[config.mk]
export PLATFORM = sky130hd
export DESIGN_NAME = cursor_tile_walker
export DESIGN_NICKNAME = d
export VERILOG_FILES = /design/src/rtl/cursor_tile_walker.sv
export SDC_FILE = /design/constraint.sdc
export NUM_CORES = 1
export LEC_CHECK = 0
export CAP_MARGIN = 20
export CELL_PAD_IN_SITES_DETAIL_PLACEMENT = 1
export CELL_PAD_IN_SITES_GLOBAL_PLACEMENT = 1
export CORE_MARGIN = 1
export CORE_UTILIZATION = 33
export CTS_CLUSTER_DIAMETER = 80
export CTS_CLUSTER_SIZE = 40
export DETAILED_ROUTE_END_ITERATION = 8
export GPL_TIMING_DRIVEN = 0
export HOLD_SLACK_MARGIN = 0.03
export PLACE_DENSITY_LB_ADDON = 0.2
export SLEW_MARGIN = 20
export SYNTH_ARGS = -nofsm -noshare
export SYNTH_HDL_FRONTEND = slang
export SYNTH_SLANG_ARGS = --single-unit
export TNS_END_PERCENT = 50
[constraint.sdc]
create_clock -name clk -period 1.8 [get_ports clk]
set_input_delay 0.27 -clock clk [delete_from_list [all_inputs] [get_ports clk]]
set_output_delay 0.27 -clock clk [all_outputs]
set_load 0.005 [all_outputs]
[src/rtl/cursor_tile_walker.sv]
// Serpentine 4x4 tile sequencer feeding the cursor/palette row-offset stage.
// Every output is registered on the rising edge so it is stable at the downstream falling-edge sample.
module cursor_tile_walker #(
  parameter int TILE = 4
) (
  input  logic       clk,
  input  logic       rst,
  input  logic       start,
  input  logic       abort,
  input  logic [5:0] in_y,
  output logic       loady,
  output logic       plus,
  output logic       sum,
  output logic [2:0] C,
  output logic [1:0] col,
  output logic       wr_req,
  input  logic       wr_ack,
  output logic       busy,
  output logic       done
);

  localparam logic [1:0] LAST = 2'(TILE - 1);

  typedef enum logic [2:0] {
    IDLE  = 3'd0,
    LOAD  = 3'd1,
    STEP  = 3'd2,
    WRITE = 3'd3,
    DONE  = 3'd4
  } state_t;

  state_t     state_reg, state_next;
  logic       loady_reg, loady_next;
  logic       plus_reg, plus_next;
  logic       wr_req_reg, wr_req_next;
  logic       busy_reg, busy_next;
  logic       done_reg, done_next;
  logic       sum_reg, sum_next;
  logic [1:0] c_reg, c_next;
  logic [1:0] col_reg, col_next;

  // in_y goes straight to the downstream stage; this block never stores it.
  logic unused_in_y;
  assign unused_in_y = ^in_y;

  always_comb begin
    state_next  = state_reg;
    loady_next  = 1'b0;
    plus_next   = 1'b0;
    wr_req_next = 1'b0;
    done_next   = 1'b0;
    sum_next    = sum_reg;
    c_next      = c_reg;
    col_next    = col_reg;

    if (abort) begin
      // Abort beats start in IDLE and beats wr_ack / advance everywhere else.
      state_next = IDLE;
    end else begin
      unique case (state_reg)
        IDLE: begin
          if (start) begin
            state_next = LOAD;
            loady_next = 1'b1;
            c_next     = 2'd0;
            col_next   = 2'd0;
            sum_next   = 1'b1;
          end
        end
        LOAD: begin
          state_next = STEP;
          plus_next  = 1'b1;
        end
        STEP: begin
          state_next  = WRITE;
          wr_req_next = 1'b1;
        end
        WRITE: begin
          if (!wr_ack) begin
            wr_req_next = 1'b1;
          end else if (c_reg != LAST) begin
            state_next = STEP;
            plus_next  = 1'b1;
            c_next     = c_reg + 2'd1;
          end else if (col_reg != LAST) begin
            state_next = STEP;
            plus_next  = 1'b1;
            c_next     = 2'd0;
            col_next   = col_reg + 2'd1;
            sum_next   = ~sum_reg;
          end else begin
            state_next = DONE;
            done_next  = 1'b1;
          end
        end
        DONE: begin
          state_next = IDLE;
        end
        default: begin
          state_next = IDLE;
        end
      endcase
    end

    busy_next = (state_next != IDLE);
  end

  always_ff @(posedge clk or posedge rst) begin
    if (rst) begin
      state_reg  <= IDLE;
      loady_reg  <= 1'b0;
      plus_reg   <= 1'b0;
      wr_req_reg <= 1'b0;
      busy_reg   <= 1'b0;
      done_reg   <= 1'b0;
      sum_reg    <= 1'b1;
      c_reg      <= 2'd0;
      col_reg    <= 2'd0;
    end else begin
      state_reg  <= state_next;
      loady_reg  <= loady_next;
      plus_reg   <= plus_next;
      wr_req_reg <= wr_req_next;
      busy_reg   <= busy_next;
      done_reg   <= done_next;
      sum_reg    <= sum_next;
      c_reg      <= c_next;
      col_reg    <= col_next;
    end
  end

  assign loady  = loady_reg;
  assign plus   = plus_reg;
  assign wr_req = wr_req_reg;
  assign busy   = busy_reg;
  assign done   = done_reg;
  assign sum    = sum_reg;
  assign C      = {1'b0, c_reg};
  assign col    = col_reg;

endmodule

==> out/qor.csv <==
stage,metric,value,unit
run_status,status,finished clean,
power_and_ir_drop,clockPowerShare,30.6,%
worst_setup_path,timing.critical_path.depth,1,
placement,final_replace_weighted_congestion,0.6636,
power_and_ir_drop,pwr-share-comb,16.6,%
sta,clock.fmax,0.6353,GHz
floorplan,floorplan.rows,15,
finish,area_growth_syn_to_layout,30.74,%
floorplan,pin_count,22,
sta,final.setup_skew,0.001870,ns
worst_setup_path,arrival,1.30,ns
sta,worst_slew_pin_slew,0.5065,ns
synth,synth_seq_cells,13,
clock_network,cts-root-buf,sky130_fd_sc_hd__clkbuf_4,
synth,mappedNetlistNets,68,
power_and_ir_drop,max-vdd-ir-drop,0.0004656,V
placement,dp.final_hpwl,909.1,microns
clock_network,post_cts_hold_buffer_count,0,
synth,yosysSeqAreaShare,50.78,%
routing,routed_via_density,4.837,
synth,synth-async-reset-ratio,100.0,%
floorplan,dieArea,2129,sq um
floorplan,die_h,46.15,microns
clock_network,number_of_buffers_created_by_cts,3,
sta,grt_setup_unrepaired,no,
synth,synthesis.area,643.1,sq um
power_and_ir_drop,p_int,442.6,uW
worst_setup_path,critical_path.endpoint_type,primary output,
routing,routedWlPerCell,12.42,microns
clock_network,post-cts-setup-buffer-count,0,
clock_network,post_cts.resized_instances,0,
global_routing,global_route.overflow_total,0,
sta,final_slew_violations,0,
power_and_ir_drop,share_seq_of_total_power,52.8,%
clock_network,clock_tree_from_tritoncts,yes,
sta,slew_headroom,66.20,%
worst_setup_path,critical_path.top_delay_family,flip-flops,
global_routing,first_global_vias,438,
worst_setup_path,crit_path_cells,clkdlybuf4s50_1,
global_routing,grt_max_degree,14,
routing,drt_pass1_iterations,2,
synth,post_syn_area_per_cell,11.69,sq um
synth,synth_flop_cell,sky130_fd_sc_hd__dfrtp_1,
sta,finalCritPeriodShare,87.45,%
clock_network,h_tree_levels,1,
worst_setup_path,worst_path_required,1.53,ns
worst_setup_path,slowest_stage,sky130_fd_sc_hd__dfstp_2,
routing,drt.antenna.violating_nets,0,
finish,largest_register_ffs,3,
synth,synthesis.instances,55,
sta,final.setup.worst_slack,0.2259,ns
routing,vias,474,
clock_network,cts.sink_count,13,
placement,placed_cells_incl_taps,94,
finish,layout.nets,87,
synth,yosys.cell_types.count,29,
placement,io_buffer_count,14,
clock_network,insertion_delay,0.28,ns
routing,totalWireLength,1217,microns
global_routing,global_route_wire_length_before_repair,2063,microns
finish,final_cells,98,
floorplan,die_x,46.15,microns
synth,synth_enable_flop_cells,0,
power_and_ir_drop,total_power_density_per_cell_area,700.9,nW/um^2
synth,synth-warning-count,0,
floorplan,start_util,36.07,%
floorplan,fp.coreArea,1783,sq um
clock_network,cts_buffer_depth,2,
power_and_ir_drop,power.share.switching,24.90,%
power_and_ir_drop,power.leakage,0.0003817,uW
placement,placedInstanceArea,814.5,sq um
routing,drt_iter0_markers,1,
flow_run,max_cap_violations,0,
clock_network,cts.reportedPaths.clkPinSlew,0.08,ns
sta,final-hold-violation-count,0,
synth,synth.area.top_cells,"sky130_fd_sc_hd__dfrtp_1 47%, sky130_fd_sc_hd__dfstp_2 4.1%, sky130_fd_sc_hd__ha_1 3.9%, sky130_fd_sc_hd__buf_6 3.5%, sky130_fd_sc_hd__nor2_8 3.1%",
finish,fillerInstances,196,
worst_setup_path,worstSetupStartpointType,flip-flop,
power_and_ir_drop,switching_power,146.7,uW
sta,final.min_clock_period,1.574,ns
global_routing,grt_usage,14.51,%
sta,setup_tns,0,ns
sta,setup_viol,0,
finish,insertedDiodeCount,0,
synth,fraction_of_synthesized_cell_area_taken_by_the_top_area_cell_type,46.69,%
finish,design_area,840.8,sq um
routing,route.detailed.drc,0,
worst_setup_path,cp_num_buf_inv,1,
worst_setup_path,path_max_fanout,2,
synth,yosys.area.top_type,sky130_fd_sc_hd__dfrtp_1,
worst_setup_path,timing_worst_setup_path_type,flip-flop to primary output,
global_routing,antenna_found_initial,0,
min_path,hold_path_class,input pin to asynchronous set/reset pin,
worst_setup_path,cp_slowest_stage_delay,0.54,ns
placement,placement.setup.worst_slack,0.1980,ns
worst_setup_path,reg2regPathDepth,4,
finish,final_core_util,47.16,%
finish,final_layout_size_suffix_gt1_share,20.55,%
-- cells in the final DEF (no fill, tap or decap), types with 2 or more instances in the layout --
cell type | netlist | final
sky130_fd_sc_hd__buf_6 | 2 | 2
sky130_fd_sc_hd__ha_1 | 2 | 2
sky130_fd_sc_hd__clkbuf_4 | 0 | 3
sky130_fd_sc_hd__and3_1 | 2 | 2
sky130_fd_sc_hd__clkdlybuf4s50_1 | 0 | 14
sky130_fd_sc_hd__nand2_1 | 5 | 5
sky130_fd_sc_hd__nor2_1 | 4 | 4
sky130_fd_sc_hd__a22o_1 | 2 | 2
sky130_fd_sc_hd__nor3_1 | 3 | 3
sky130_fd_sc_hd__dfrtp_1 | 12 | 12
sky130_fd_sc_hd__a21oi_1 | 3 | 3
-- final timing paths --
path,from,to,slack [ns]
max,sum,sum,0.23
min,rst,wr_req,0.32
max reg2reg,c_reg[0],col[0],0.34
min reg2reg,sum,sum,0.48
max in group asynchronous,rst,sum,1.12
min in group clk,sum,sum,0.48
-- cells by family (layout without fill, tap and decap cells) --
| family | Yosys count | count (layout) | synth area share [%] |
|---|---|---|---|
| AND/OR/NAND/NOR | 23 | 23 | 23.54 |
| buffers and inverters | 4 | 22 | 5.253 |
| flip-flops | 13 | 13 | 50.78 |
| AO/OA/AOI/OAI | 10 | 10 | 12.06 |
| multiplexers | 2 | 2 | 3.890 |
| adder cells (fa/ha/maj) | 2 | 2 | 3.890 |
| other | 1 | 1 | 0.5831 |
-- metrics by stage --
step / total power [uW] / hold slack (ns)
2_1_floorplan: 374.9 / 0.1462
3_3_place_gp: 413.5 / 0.4692
3_5_place_dp: 416.4 / 0.4746
4_1_cts: 601.6 / 0.3361
5_1_grt: 623.6 / 0.3811
6_report: 589.3 / 0.3244
-- layout make-up --
| cell class | count | area, sq um | share of cell area (%) |
|---|---|---|---|
| Clock buffer | 4 | 26.28 | 3.125 |
| Timing Repair Buffer | 14 | 140.1 | 16.67 |
| Multi-Input combinational cell | 38 | 282.8 | 33.63 |
| Tap cell | 25 | 31.28 | 3.720 |
| Inverter | 1 | 3.754 | 0.4464 |
| Sequential cell | 13 | 326.6 | 38.84 |
| Buffer | 3 | 30.03 | 3.571 |
-- Yosys cell counts, drive strengths merged, types with 2 or more instances --
library cell  instances
a21oi                 3
and3                  3
a22o                  2
nor3                  3
dfrtp                12
nor2                  5
nand2                 5
ha                    2
buf                   3
-- power by group through the flow --
stage | registers (uW) | clock network [uW] | logic, uW
2_1_floorplan | 318 | 0 | 57.3
3_3_place_gp | 316 | 0 | 97.1
3_5_place_dp | 317 | 0 | 99.2
4_1_cts | 311 | 191 | 99.7
5_1_grt | 313 | 201 | 110
6_report | 311 | 180 | 97.9
-- layer usage --
layer / vias up / wire [microns] / share of wire (%) / GRT usage, %
li1: 231 / - / - / -
met1: 228 / 547 / 45 / 17.96
met2: 13 / 589 / 48 / 21.69
met3: 2 / 67 / 5.5 / 5.882
met4: 0 / 12 / 0.99 / 7.059
met5: - / 0 / 0 / 0
Note: power is estimated with default switching activity, not from simulation.
